File: config.mk
export PLATFORM = sky130hd
export DESIGN_NAME = align_group_scheduler
export DESIGN_NICKNAME = d
export VERILOG_FILES = /design/src/rtl/align_pkg.sv /design/src/rtl/align_group_scheduler_max_exp_tracker.sv /design/src/rtl/align_group_scheduler.sv
export SDC_FILE = /design/constraint.sdc
export NUM_CORES = 1
export LEC_CHECK = 0
export BUFFER_PORTS_ARGS = -buffer_cell sky130_fd_sc_hd__clkbuf_2
export CORE_MARGIN = 2
export CORE_UTILIZATION = 52
export DETAILED_ROUTE_END_ITERATION = 10
export MAX_ROUTING_LAYER = met4
export PLACE_DENSITY = 0.88
export REMOVE_ABC_BUFFERS = 1
export SYNTH_ARGS = -nofsm -noshare
export SYNTH_HDL_FRONTEND = slang
export SYNTH_SLANG_ARGS = --single-unit
File: constraint.sdc
create_clock -name i_clk -period 2 [get_ports i_clk]
set_input_delay 0.3 -clock i_clk [delete_from_list [all_inputs] [get_ports i_clk]]
set_output_delay 0.3 -clock i_clk [all_outputs]
set_load 0.01 [all_outputs]
File: src/rtl/align_pkg.sv
// align_pkg: shared widths, buffer entry type and FSM states for the align group scheduler
package align_pkg;
  localparam int PP_W = 4;
  localparam int EXP_W = 6;
  localparam int ALIGN_W = 15;
  typedef struct packed {
    logic [PP_W-1:0]  denorm_pp;
    logic [EXP_W-1:0] exp;
  } pp_entry_t;
  typedef enum logic {COLLECT = 1'b0, ISSUE = 1'b1} state_e;
endpackage

File: src/rtl/align_group_scheduler_max_exp_tracker.sv
// max_exp_tracker: running group maximum exponent, ignoring zero-magnitude products
module max_exp_tracker
  import align_pkg::*;
(
  input  logic             i_clk,
  input  logic             i_rst_n,
  input  logic             i_upd,
  input  logic             i_clr,
  input  logic [PP_W-1:0]  i_denorm_pp,
  input  logic [EXP_W-1:0] i_exp,
  output logic [EXP_W-1:0] o_max_exp
);
  // raise the max only for nonzero magnitudes; clear when the group finishes issuing
  always_ff @(posedge i_clk or negedge i_rst_n)
    if (!i_rst_n) o_max_exp <= '0;
    else if (i_clr) o_max_exp <= '0;
    else if (i_upd && |i_denorm_pp[2:0] && i_exp > o_max_exp) o_max_exp <= i_exp;
endmodule

File: src/rtl/align_group_scheduler.sv
// align_group_scheduler: buffers a group of products, then replays them through one shared aligner
module align_group_scheduler
  import align_pkg::*;
#(
  parameter int N  = 4,
  parameter int IW = $clog2(N)
) (
  input  logic               i_clk,
  input  logic               i_rst_n,
  input  logic               i_valid,
  output logic               o_ready,
  input  logic [PP_W-1:0]    i_denorm_pp,
  input  logic [EXP_W-1:0]   i_exp,
  input  logic               i_last,
  output logic [PP_W-1:0]    o_al_denorm_pp,
  output logic [EXP_W-1:0]   o_al_exp,
  output logic [EXP_W-1:0]   o_al_max_exp,
  input  logic [ALIGN_W-1:0] i_al_align_pp,
  output logic               o_valid,
  input  logic               i_ready,
  output logic [ALIGN_W-1:0] o_align_pp,
  output logic [IW-1:0]      o_idx,
  output logic               o_last,
  output logic [EXP_W-1:0]   o_max_exp
);
  state_e          state;
  logic [IW-1:0]   wr_idx, rd_idx, cnt;
  pp_entry_t       buf_q [N];
  logic [EXP_W-1:0] max_exp;
  logic            accept, issue_hs;
  assign o_ready        = state == COLLECT;
  assign o_valid        = state == ISSUE;
  assign accept         = o_ready && i_valid;
  assign issue_hs       = o_valid && i_ready;
  assign o_al_denorm_pp = buf_q[rd_idx].denorm_pp;
  assign o_al_exp       = buf_q[rd_idx].exp;
  assign o_al_max_exp   = max_exp;
  assign o_align_pp     = i_al_align_pp;
  assign o_idx          = rd_idx;
  assign o_last         = rd_idx == cnt;
  assign o_max_exp      = o_valid ? max_exp : '0;
  max_exp_tracker u_max (
    .i_clk       (i_clk),
    .i_rst_n     (i_rst_n),
    .i_upd       (accept),
    .i_clr       (issue_hs && o_last),
    .i_denorm_pp (i_denorm_pp),
    .i_exp       (i_exp),
    .o_max_exp   (max_exp)
  );
  // collect products into the buffer, then walk the buffer one entry per downstream handshake
  always_ff @(posedge i_clk or negedge i_rst_n)
    if (!i_rst_n) begin
      state  <= COLLECT;
      wr_idx <= '0;
      rd_idx <= '0;
      cnt    <= '0;
      for (int i = 0; i < N; i++) buf_q[i] <= '0;
    end else begin
      if (accept) begin
        buf_q[wr_idx] <= '{denorm_pp: i_denorm_pp, exp: i_exp};
        if (i_last || wr_idx == IW'(N - 1)) begin
          cnt    <= wr_idx;
          wr_idx <= '0;
          state  <= ISSUE;
        end else wr_idx <= wr_idx + 1'b1;
      end
      if (issue_hs) begin
        rd_idx <= o_last ? '0 : rd_idx + 1'b1;
        if (o_last) state <= COLLECT;
      end
    end
endmodule

==> impl_metrics.env, run 1 <==
export IMPL_max_freq_ghz=0.509
export IMPL_track_usage_pct=22.5
export IMPL_hold_ws_ns=0.268
export IMPL_drc=0
export IMPL_num_vias=1804
export IMPL_dp_hpwl_um=4060
export IMPL_clockBufferDepth=2
export IMPL_p_per_area_nw_per_um2=1540
export IMPL_clk_latency_ns=0.32
export IMPL_run_status="completed"
export IMPL_ant_nets=0
export IMPL_yosys_register_bits=53
export IMPL_max_cap_viol_count=0
export IMPL_chipHeight_um=74.8
export IMPL_drv_slew=0
export IMPL_crit_type="reg2reg"
export IMPL_seq_area_um2=1330
export IMPL_power_leakage_nw=1.43
export IMPL_path_clk_slew_ns=0.10
export IMPL_gr_total_overflow=0
export IMPL_initial_core_util_pct=54.4
export IMPL_grt_pass1_vias=1816
export IMPL_nNetsFinal=306
export IMPL_avgViaCountPerCell=5.40
export IMPL_ys_warn_count=0
export IMPL_cts_tree="done"
export IMPL_synthesis_area_um2=2600
export IMPL_multi_input_area_um2=1100
export IMPL_hold_violations=0
export IMPL_end_kind="flip-flop"
export IMPL_yosys_area_top_type="dfrtp_1"
export IMPL_h_tree_depth=2
export IMPL_min_period_ns=1.97
export IMPL_die_w_um=74.8
export IMPL_min_period_over_period_pct=98.3
export IMPL_layout_drive_gt1_share_pct=35.2
export IMPL_max_stage_delay_ns=0.39
export IMPL_core_area_um2=4790
export IMPL_ys_types=27
export IMPL_setup_viol=0
export IMPL_relSlewSlack_pct=74.1
export IMPL_ir_worst_vdd_mv=0.850
export IMPL_drtIter0Drc=136
export IMPL_hp_class="in2reg"
export IMPL_clockRootBuffer="clkbuf_8"
export IMPL_wl_um=5610
export IMPL_io_buffer_count=41
export IMPL_fillers=399
export IMPL_synth_top_area_share_pct=50.9
export IMPL_final_area_um2=2990
export IMPL_clock_sinks=53
export IMPL_cts_buffers=5
export IMPL_path_buf_inv=1
export IMPL_grt_max_degree=24
export IMPL_seq_area_frac_synth_pct=50.9
export IMPL_worstMarginPinSlew_ns=0.388
export IMPL_setup_tns_ns=0
export IMPL_io_pins=72
export IMPL_startpoint_type="flip-flop"
export IMPL_routedWlPerCell_um=16.8
export IMPL_die_area_um2=5590
export IMPL_path_cells="inv_1 -> ha_1 -> and4_4 -> a311o_1 -> a31oi_4 -> mux2i_1"
export IMPL_arrival_ns=2.20
export IMPL_cpMaxStageDelayCell="dfrtp_1"
export IMPL_critPathMaxFanout=6
export IMPL_drtPass1Iterations=4
export IMPL_synth_cells=228
export IMPL_finalClockSkew_ns=0.0141
export IMPL_area_growth_pct=14.6
export IMPL_ys_top_cells_by_area="dfrtp_1 (51%), mux4_2 (8.6%), mux2_2 (7.8%)"
export IMPL_cp_data_required_time_ns=2.23
export IMPL_place_area_um2=2820
export IMPL_antennaDiodeCount=0
export IMPL_crit_family="compound AO/OA/AOI/OAI gates"
export IMPL_gp_congestion=0.796
export IMPL_syn_area_per_cell_um2=11.4
export IMPL_grt_first_pass_wirelength_um=8970
export IMPL_antenna_found_initial=0
export IMPL_placementRows=25
worst paths after layout:
check | start | cells after the start | end | slack [ns]
hold reg to reg | buf_q[15] | 2 | buf_q[15] | 0.48
setup reg to reg | u_max.o_max_exp[4] | 6 | u_max.o_max_exp[4] | 0.03
max in group asynchronous | i_rst_n | 3 | wr_idx[0] | 0.91
min in group asynchronous | i_rst_n | 2 | buf_q[1] | 0.43
hold / removal | i_denorm_pp[3] | 2 | buf_q[29] | 0.27
setup / recovery | u_max.o_max_exp[4] | 6 | u_max.o_max_exp[4] | 0.03
where the power goes:
part,switching [W],leakage [nW],internal [W]
registers,0.000306,0.667,0.00155
clock network,0.000351,0.0585,0.000375
logic,0.000996,0.710,0.00101
per-layer routing:
metal,vias to the layer above,global-route usage [%],part of all wire (%)
met4,0,4.76,0.87
met2,71,35.8,51
li1,838,-,-
met3,7,8.30,6.6
met5,-,-,0
met1,888,27.8,41
state kept, by name, summed over array words and instances (netlist names):
signal,cells
wr_idx,2
o_valid,1
u_max.o_max_exp,6
cnt,2
o_idx,2
buf_q,40
repair_timing:
action                                  CTS  global route
endpoints found under the setup margin    0             6
endpoints found under the hold margin    14             0
setup buffers                             0             2
hold buffers                              1             0
gates resized for setup                   0             3
cell type report:
class                           count  share of cell area [%]
Clock inverter                      3                    1.47
Sequential cell                    53                    44.4
Multi-Input combinational cell    138                    37.0
Inverter                           14                    1.76
Timing Repair Buffer               54                    10.2
Clock buffer                        5                    2.31
Tap cell                           67                    2.81
per-stage QoR:
| stage | instances | util, % | setup WS [ns] | power [W] |
|---|---|---|---|---|
| floorplan | 205 | - | 0.145 | 0.00309 |
| global placement | 323 | 59.0 | 0.117 | 0.00371 |
| detailed placement | 323 | 59.0 | 0.0438 | 0.00383 |
| CTS | 332 | 61.5 | 0.0253 | 0.00458 |
| global route | 334 | 62.4 | -0.0295 | 0.00496 |
| finish | 334 | 62.4 | 0.0349 | 0.00459 |
synthesized netlist by cell type, drive strengths merged:
cell	instances
dfrtp	53
nand2	36
o21ai	30
buf	19
mux2	18
inv	14
ha	10
mux4	10
nor2	7
mux2i	6
clkbuf	4
nand3	3
a21oi	2
and2	2
nand2b	2
nor2b	2
xnor2	2
a21o	1
a311o	1
a31oi	1
and4	1
nand4	1
nor3	1
o21a	1
or2	1
kinds of logic (layout without fill, tap and decap cells):
logic type,after synthesis,in the layout,synth area share (%)
buffers and inverters,37,76,7.64
and+or+nand+nor,56,56,9.32
DFF,53,53,50.9
AOI/OAI and AO/OA,36,36,7.93
muxes,34,34,18.7
xor gates and xnor gates,2,2,0.673
adders and majority gates,10,10,4.80
cell usage in the layout, fill, tap and decap left out, drive strengths merged, types with 2 or more instances in the layout:
master	netlist	routed
a21oi	2	2
and2	2	2
buf	19	12
clkbuf	4	46
dfrtp	53	53
ha	10	10
inv	14	15
mux2	18	18
mux2i	6	6
mux4	10	10
nand2	36	36
nand2b	2	2
nand3	3	3
nor2	7	7
nor2b	2	2
o21ai	30	30
xnor2	2	2
Note: power is estimated with default switching activity, not from simulation.
==> run 2: changes to the inputs <==
--- a/config.mk
+++ b/config.mk
@@ -8,6 +8,7 @@
 export BUFFER_PORTS_ARGS = -buffer_cell sky130_fd_sc_hd__clkbuf_2
 export CORE_MARGIN = 2
 export CORE_UTILIZATION = 52
+export CTS_BUF_LIST = sky130_fd_sc_hd__clkbuf_16
 export DETAILED_ROUTE_END_ITERATION = 10
 export MAX_ROUTING_LAYER = met4
 export PLACE_DENSITY = 0.88
==> run 2 against run 1 <==
Against the previous run: global-route usage is 0.36 points higher; clock power is 34% higher; worst hold slack better by 0.026 ns; first-iteration DRC count is 2.2% higher; clock skew is 0.0069 ns lower; count of clock-buffer cells in the layout stayed put; sequential power hardly changed; critical path depth stayed put; combinational power hardly changed; final cell count stayed put; largest cell class unchanged.
==> impl_metrics.env, run 2 (same netlist as run 1, synthesis figures left out) <==
export IMPL_run_status="completed"
export IMPL_power_leakage_nw=1.46
export IMPL_max_cap_viol_count=0
export IMPL_clk_latency_ns=0.29
export IMPL_clockRootBuffer="clkbuf_16"
export IMPL_drtIter0Drc=139
export IMPL_final_area_um2=3040
export IMPL_power_frac_seq_pct=38.4
export IMPL_top_register="buf_q"
export IMPL_initial_core_util_pct=54.4
export IMPL_final_util_pct=63.6
export IMPL_power_total_w=0.00486
export IMPL_die_w_um=74.8
export IMPL_h_tree_depth=2
export IMPL_wl_um=5790
export IMPL_cp_data_required_time_ns=2.21
export IMPL_clock_sinks=53
export IMPL_path_clk_slew_ns=0.07
export IMPL_core_area_um2=4790
export IMPL_avgViaCountPerCell=5.48
export IMPL_antenna_found_initial=0
export IMPL_cts_tree="done"
export IMPL_cts_buffers=5
export IMPL_clockBufferDepth=2
export IMPL_critPathMaxFanout=6
export IMPL_worstMarginPinSlew_ns=0.395
export IMPL_setup_viol=0
export IMPL_chipHeight_um=74.8
export IMPL_grt_pass1_vias=1852
export IMPL_p_sw_share_pct=35.1
export IMPL_largest_reg_flops=40
export IMPL_p_per_area_nw_per_um2=1600
export IMPL_dp_hpwl_um=4060
export IMPL_gp_congestion=0.796
export IMPL_antennaDiodeCount=0
export IMPL_hold_violations=0
export IMPL_track_usage_pct=22.8
export IMPL_p_clk_share_pct=20.0
export IMPL_grt_first_pass_wirelength_um=9100
export IMPL_startpoint_type="flip-flop"
export IMPL_io_pins=72
export IMPL_layout_drive_gt1_share_pct=35.2
export IMPL_p_comb_share_pct=41.6
export IMPL_io_buffer_count=41
export IMPL_gr_total_overflow=0
export IMPL_crit_type="reg2reg"
export IMPL_internal_power_w=0.00316
export IMPL_area_growth_pct=16.8
export IMPL_drc=0
export IMPL_drtPass1Iterations=4
export IMPL_ant_nets=0
export IMPL_num_vias=1829
export IMPL_max_freq_ghz=0.509
export IMPL_ir_worst_vdd_mv=0.809
export IMPL_hp_class="in2reg"
export IMPL_nNetsFinal=306
export IMPL_arrival_ns=2.18
export IMPL_finalClockSkew_ns=0.00719
export IMPL_min_period_over_period_pct=98.2
export IMPL_place_area_um2=2820
export IMPL_min_period_ns=1.96
export IMPL_drv_slew=0
export IMPL_relSlewSlack_pct=73.7
export IMPL_routedWlPerCell_um=17.3
export IMPL_placementRows=25
export IMPL_power_switching_w=0.00171
export IMPL_layout_common_cells="dfrtp_1 (53), clkbuf_2 (41), nand2_1 (36)"
export IMPL_largest_registers="buf_q: 40 flops, u_max.o_max_exp: 6 flops"
export IMPL_grt_max_degree=24
export IMPL_layout_commonest_cell="dfrtp_1"
export IMPL_end_kind="flip-flop"
export IMPL_die_area_um2=5590
run 2: worst paths after layout:
check,from,endpoint,slack (ns),cells past startpoint
setup / recovery,u_max.o_max_exp[4],u_max.o_max_exp[4],0.04,6
hold / removal,i_denorm_pp[3],buf_q[29],0.29,2
setup reg to reg,u_max.o_max_exp[4],u_max.o_max_exp[4],0.04,6
hold reg to reg,buf_q[15],buf_q[15],0.48,2
max in group asynchronous,i_rst_n,buf_q[13],0.88,3
min in group asynchronous,i_rst_n,buf_q[1],0.46,2
run 2: stage by stage:
step,hold slack [ns],setup TNS [ns],setup slack [ns],cells
detailed placement,0.244,0,0.0438,323
floorplan,0.00441,0,0.145,205
global placement,0.231,0,0.117,323
finish,0.294,0,0.0350,334
CTS,0.290,0,0.0314,332
global route,0.300,-0.0396,-0.0222,334
run 2: what timing repair did:
action | in CTS | in global routing
buffers inserted | 0 | 2
hold endpoints to repair | 14 | 0
gates resized for setup | 0 | 3
hold buffers | 1 | 0
endpoints found under the setup margin | 0 | 5
run 2: layout make-up:
cell class              count  area (µm²)
inverters                  14        52.6
repair buffers             54         305
clock buffers               5         125
well taps                  67        83.8
flip-flops and latches     53        1330
multi-input cells         138        1100
fillers                   383        1740
clock inverters             3        43.8
run 2: worst max-delay path: stages, from the launching register on:
cell and delay [ns]:
dfrtp_1 0.39, inv_1 0.08, ha_1 0.28, and4_4 0.19
a311o_1 0.38, a31oi_4 0.32, mux2i_1 0.25
run 2: power groups by stage:
stage                     registers (W)  logic (W)  clock network (W)
after floorplan                 0.00187    0.00122                  0
after global placement          0.00183    0.00189                  0
after detailed placement        0.00187    0.00195                  0
after CTS                       0.00187    0.00198           0.000988
after global routing            0.00192    0.00225            0.00104
final                           0.00187    0.00202           0.000973
run 2: layer usage:
| layer | up-vias | track usage, % | wire, µm |
|---|---|---|---|
| li1 | 841 | - | - |
| met5 | - | - | 0 |
| met4 | 0 | 8.13 | 144 |
| met2 | 79 | 37.3 | 2980 |
| met1 | 894 | 27.2 | 2300 |
| met3 | 15 | 6.56 | 368 |
==> run 3: changes to the inputs <==
--- a/config.mk
+++ b/config.mk
@@ -5,13 +5,13 @@
 export SDC_FILE = /design/constraint.sdc
 export NUM_CORES = 1
 export LEC_CHECK = 0
-export BUFFER_PORTS_ARGS = -buffer_cell sky130_fd_sc_hd__clkbuf_2
 export CORE_MARGIN = 2
-export CORE_UTILIZATION = 52
+export CORE_UTILIZATION = 60
 export CTS_BUF_LIST = sky130_fd_sc_hd__clkbuf_16
 export DETAILED_ROUTE_END_ITERATION = 10
+export DONT_BUFFER_PORTS = 1
 export MAX_ROUTING_LAYER = met4
-export PLACE_DENSITY = 0.88
+export PLACE_DENSITY = 0.85
 export REMOVE_ABC_BUFFERS = 1
 export SYNTH_ARGS = -nofsm -noshare
 export SYNTH_HDL_FRONTEND = slang
==> run 3 against run 2 <==
Against the previous run: clock power hardly changed; via count is 6.8% lower; global-route usage is 3.2 points higher; worst setup slack better by 0.053 ns; design area is 6.3% lower; clock skew is 0.00054 ns higher; utilization is 6.2 points higher; largest power group is now sequential cells.
==> impl_metrics.env, run 3 (same netlist as run 1, synthesis figures left out) <==
export IMPL_clockBufferDepth=2
export IMPL_area_growth_pct=9.37
export IMPL_hold_violations=0
export IMPL_min_period_ns=1.91
export IMPL_layout_commonest_cell="dfrtp_1"
export IMPL_arrival_ns=2.12
export IMPL_hp_class="in2reg"
export IMPL_num_vias=1705
export IMPL_finalClockSkew_ns=0.00773
export IMPL_worstMarginPinSlew_ns=0.507
export IMPL_setup_viol=0
export IMPL_clk_latency_ns=0.29
export IMPL_power_leakage_nw=1.31
export IMPL_antenna_found_initial=0
export IMPL_drv_slew=0
export IMPL_clockRootBuffer="clkbuf_16"
export IMPL_path_clk_slew_ns=0.07
export IMPL_antennaDiodeCount=0
export IMPL_end_kind="flip-flop"
export IMPL_hold_end="buf_q[18]"
export IMPL_die_area_um2=4880
export IMPL_rsz0062_at_grt="no"
export IMPL_crit_family="compound AO/OA/AOI/OAI gates"
export IMPL_ant_nets=0
export IMPL_core_area_um2=4090
export IMPL_track_usage_pct=26.0
export IMPL_drc=0
export IMPL_cts_buffers=5
export IMPL_critPathMaxFanout=3
export IMPL_die_w_um=69.9
export IMPL_routedWlPerCell_um=20.1
export IMPL_power_total_w=0.00462
export IMPL_r2r_start="u_max.o_max_exp[5]"
export IMPL_path_cells="inv_1 -> ha_1 -> and4_4 -> a311o_1 -> a31oi_4 -> buf_4 -> mux2i_1"
export IMPL_min_period_over_period_pct=95.6
export IMPL_hold_depth=1
export IMPL_grt_pass1_vias=1852
export IMPL_max_freq_ghz=0.523
export IMPL_cpMaxStageDelayCell="dfrtp_1"
export IMPL_ff2ff_setup_slack_ns=0.09
export IMPL_p_per_area_nw_per_um2=1620
export IMPL_layout_drive_gt1_share_pct=23.4
export IMPL_cp_data_required_time_ns=2.21
export IMPL_io_pins=72
export IMPL_hp_start="i_denorm_pp[2]"
export IMPL_path_buf_inv=2
export IMPL_drtPass1Iterations=4
export IMPL_placementRows=23
export IMPL_ir_worst_vdd_mv=0.780
export IMPL_gr_total_overflow=0
export IMPL_grt_max_degree=54
export IMPL_grt_first_pass_wirelength_um=9340
export IMPL_max_stage_delay_ns=0.38
export IMPL_wl_um=5640
export IMPL_largest_registers="buf_q: 40 flops, u_max.o_max_exp: 6 flops"
export IMPL_run_status="completed"
export IMPL_io_buffer_count=0
export IMPL_crit_type="reg2reg"
export IMPL_final_area_um2=2850
export IMPL_max_cap_viol_count=0
export IMPL_r2r_cells=7
export IMPL_h_tree_depth=2
export IMPL_cts_tree="done"
export IMPL_gp_congestion=0.884
export IMPL_relSlewSlack_pct=66.1
export IMPL_top_register="buf_q"
export IMPL_avgViaCountPerCell=6.07
export IMPL_largest_reg_flops=40
export IMPL_r2r_end="u_max.o_max_exp[2]"
export IMPL_dp_hpwl_um=3720
export IMPL_fillers=272
export IMPL_startpoint_type="flip-flop"
export IMPL_startpoint="u_max.o_max_exp[5]"
export IMPL_place_area_um2=2620
export IMPL_setup_tns_ns=0
export IMPL_nNetsFinal=270
export IMPL_drtIter0Drc=172
export IMPL_chipHeight_um=69.9
export IMPL_clock_sinks=53
export IMPL_layout_common_cells="dfrtp_1 (53), nand2_1 (36), o21ai_0 (30)"
export IMPL_initial_core_util_pct=63.7
==> run 3: changes by cell type in the layout (fill, tap and decap cells not counted) <==
cell        delta
buf_4          +3
clkinv_2       -1
buf_6          +1
inv_6          -1
ha_1           +2
clkinvlp_4     +1
inv_1          +1
clkbuf_2      -41
clkinv_1       +1
inv_2          -1
ha_4           -2
buf_16         +1
==> run 3: through the flow <==
| stage | setup slack [ns] | util, % | hold slack, ns | instances |
|---|---|---|---|---|
| after global placement | 0.110 | 64.1 | 0.00633 | 268 |
| after floorplan | 0.145 | - | 0.00441 | 205 |
| after CTS | 0.0375 | 69.6 | 0.151 | 281 |
| after global routing | 0.0367 | 69.7 | 0.151 | 281 |
| final | 0.0885 | 69.7 | 0.150 | 281 |
| after detailed placement | 0.0116 | 64.1 | 0.00546 | 268 |
==> run 3: layer usage <==
metal	share of wire, %	track usage, %	wire length, µm	up-vias
met1	40	33.0	2260	849
met4	3.6	12.2	205	0
li1	-	-	-	768
met5	0	-	0	-
met3	6.7	7.50	380	17
met2	50	38.8	2800	71
==> run 3: worst max-delay path by stage <==
stage,end,slack (ns),depth (start not counted)
floorplan,u_max.o_max_exp[0],0.15,6
global placement,u_max.o_max_exp[2],0.11,6
detailed placement,u_max.o_max_exp[1],0.01,6
CTS,u_max.o_max_exp[1],0.04,7
global route,u_max.o_max_exp[4],0.04,7
finish,u_max.o_max_exp[2],0.09,7
==> run 3: where the power goes <==
group | internal, W | switching (W) | total, W
clock | 0.000586 | 0.000385 | 0.000972
sequential | 0.00155 | 0.000302 | 0.00185
combinational | 0.000849 | 0.000948 | 0.00180
total | 0.00299 | 0.00163 | 0.00462
==> run 3: cell type report <==
cell class                      count  area [µm²]  share of cell area (%)
Clock buffer                        5         125                    4.39
Clock inverter                      3        41.3                    1.45
Inverter                           14        52.6                    1.84
Multi-Input combinational cell    138        1080                    37.9
Sequential cell                    53        1330                    46.6
Tap cell                           50        62.6                    2.20
Timing Repair Buffer               18         161                    5.67
==> run 3: repair_timing <==
item                                   4_1_cts  5_1_grt
pin swaps                                    0        1
hold buffers                                 2        0
setup endpoints to repair                    2        6
endpoints found under the hold margin       53        0
buffers inserted                             3        0
resized for setup                            0        1
==> run 3: worst register-to-register path, stage by stage (launching register included) <==
cell     delay (ns)
dfrtp_1        0.38
inv_1          0.10
ha_1           0.27
and4_4         0.21
a311o_1        0.31
a31oi_4        0.20
buf_4          0.15
mux2i_1        0.21
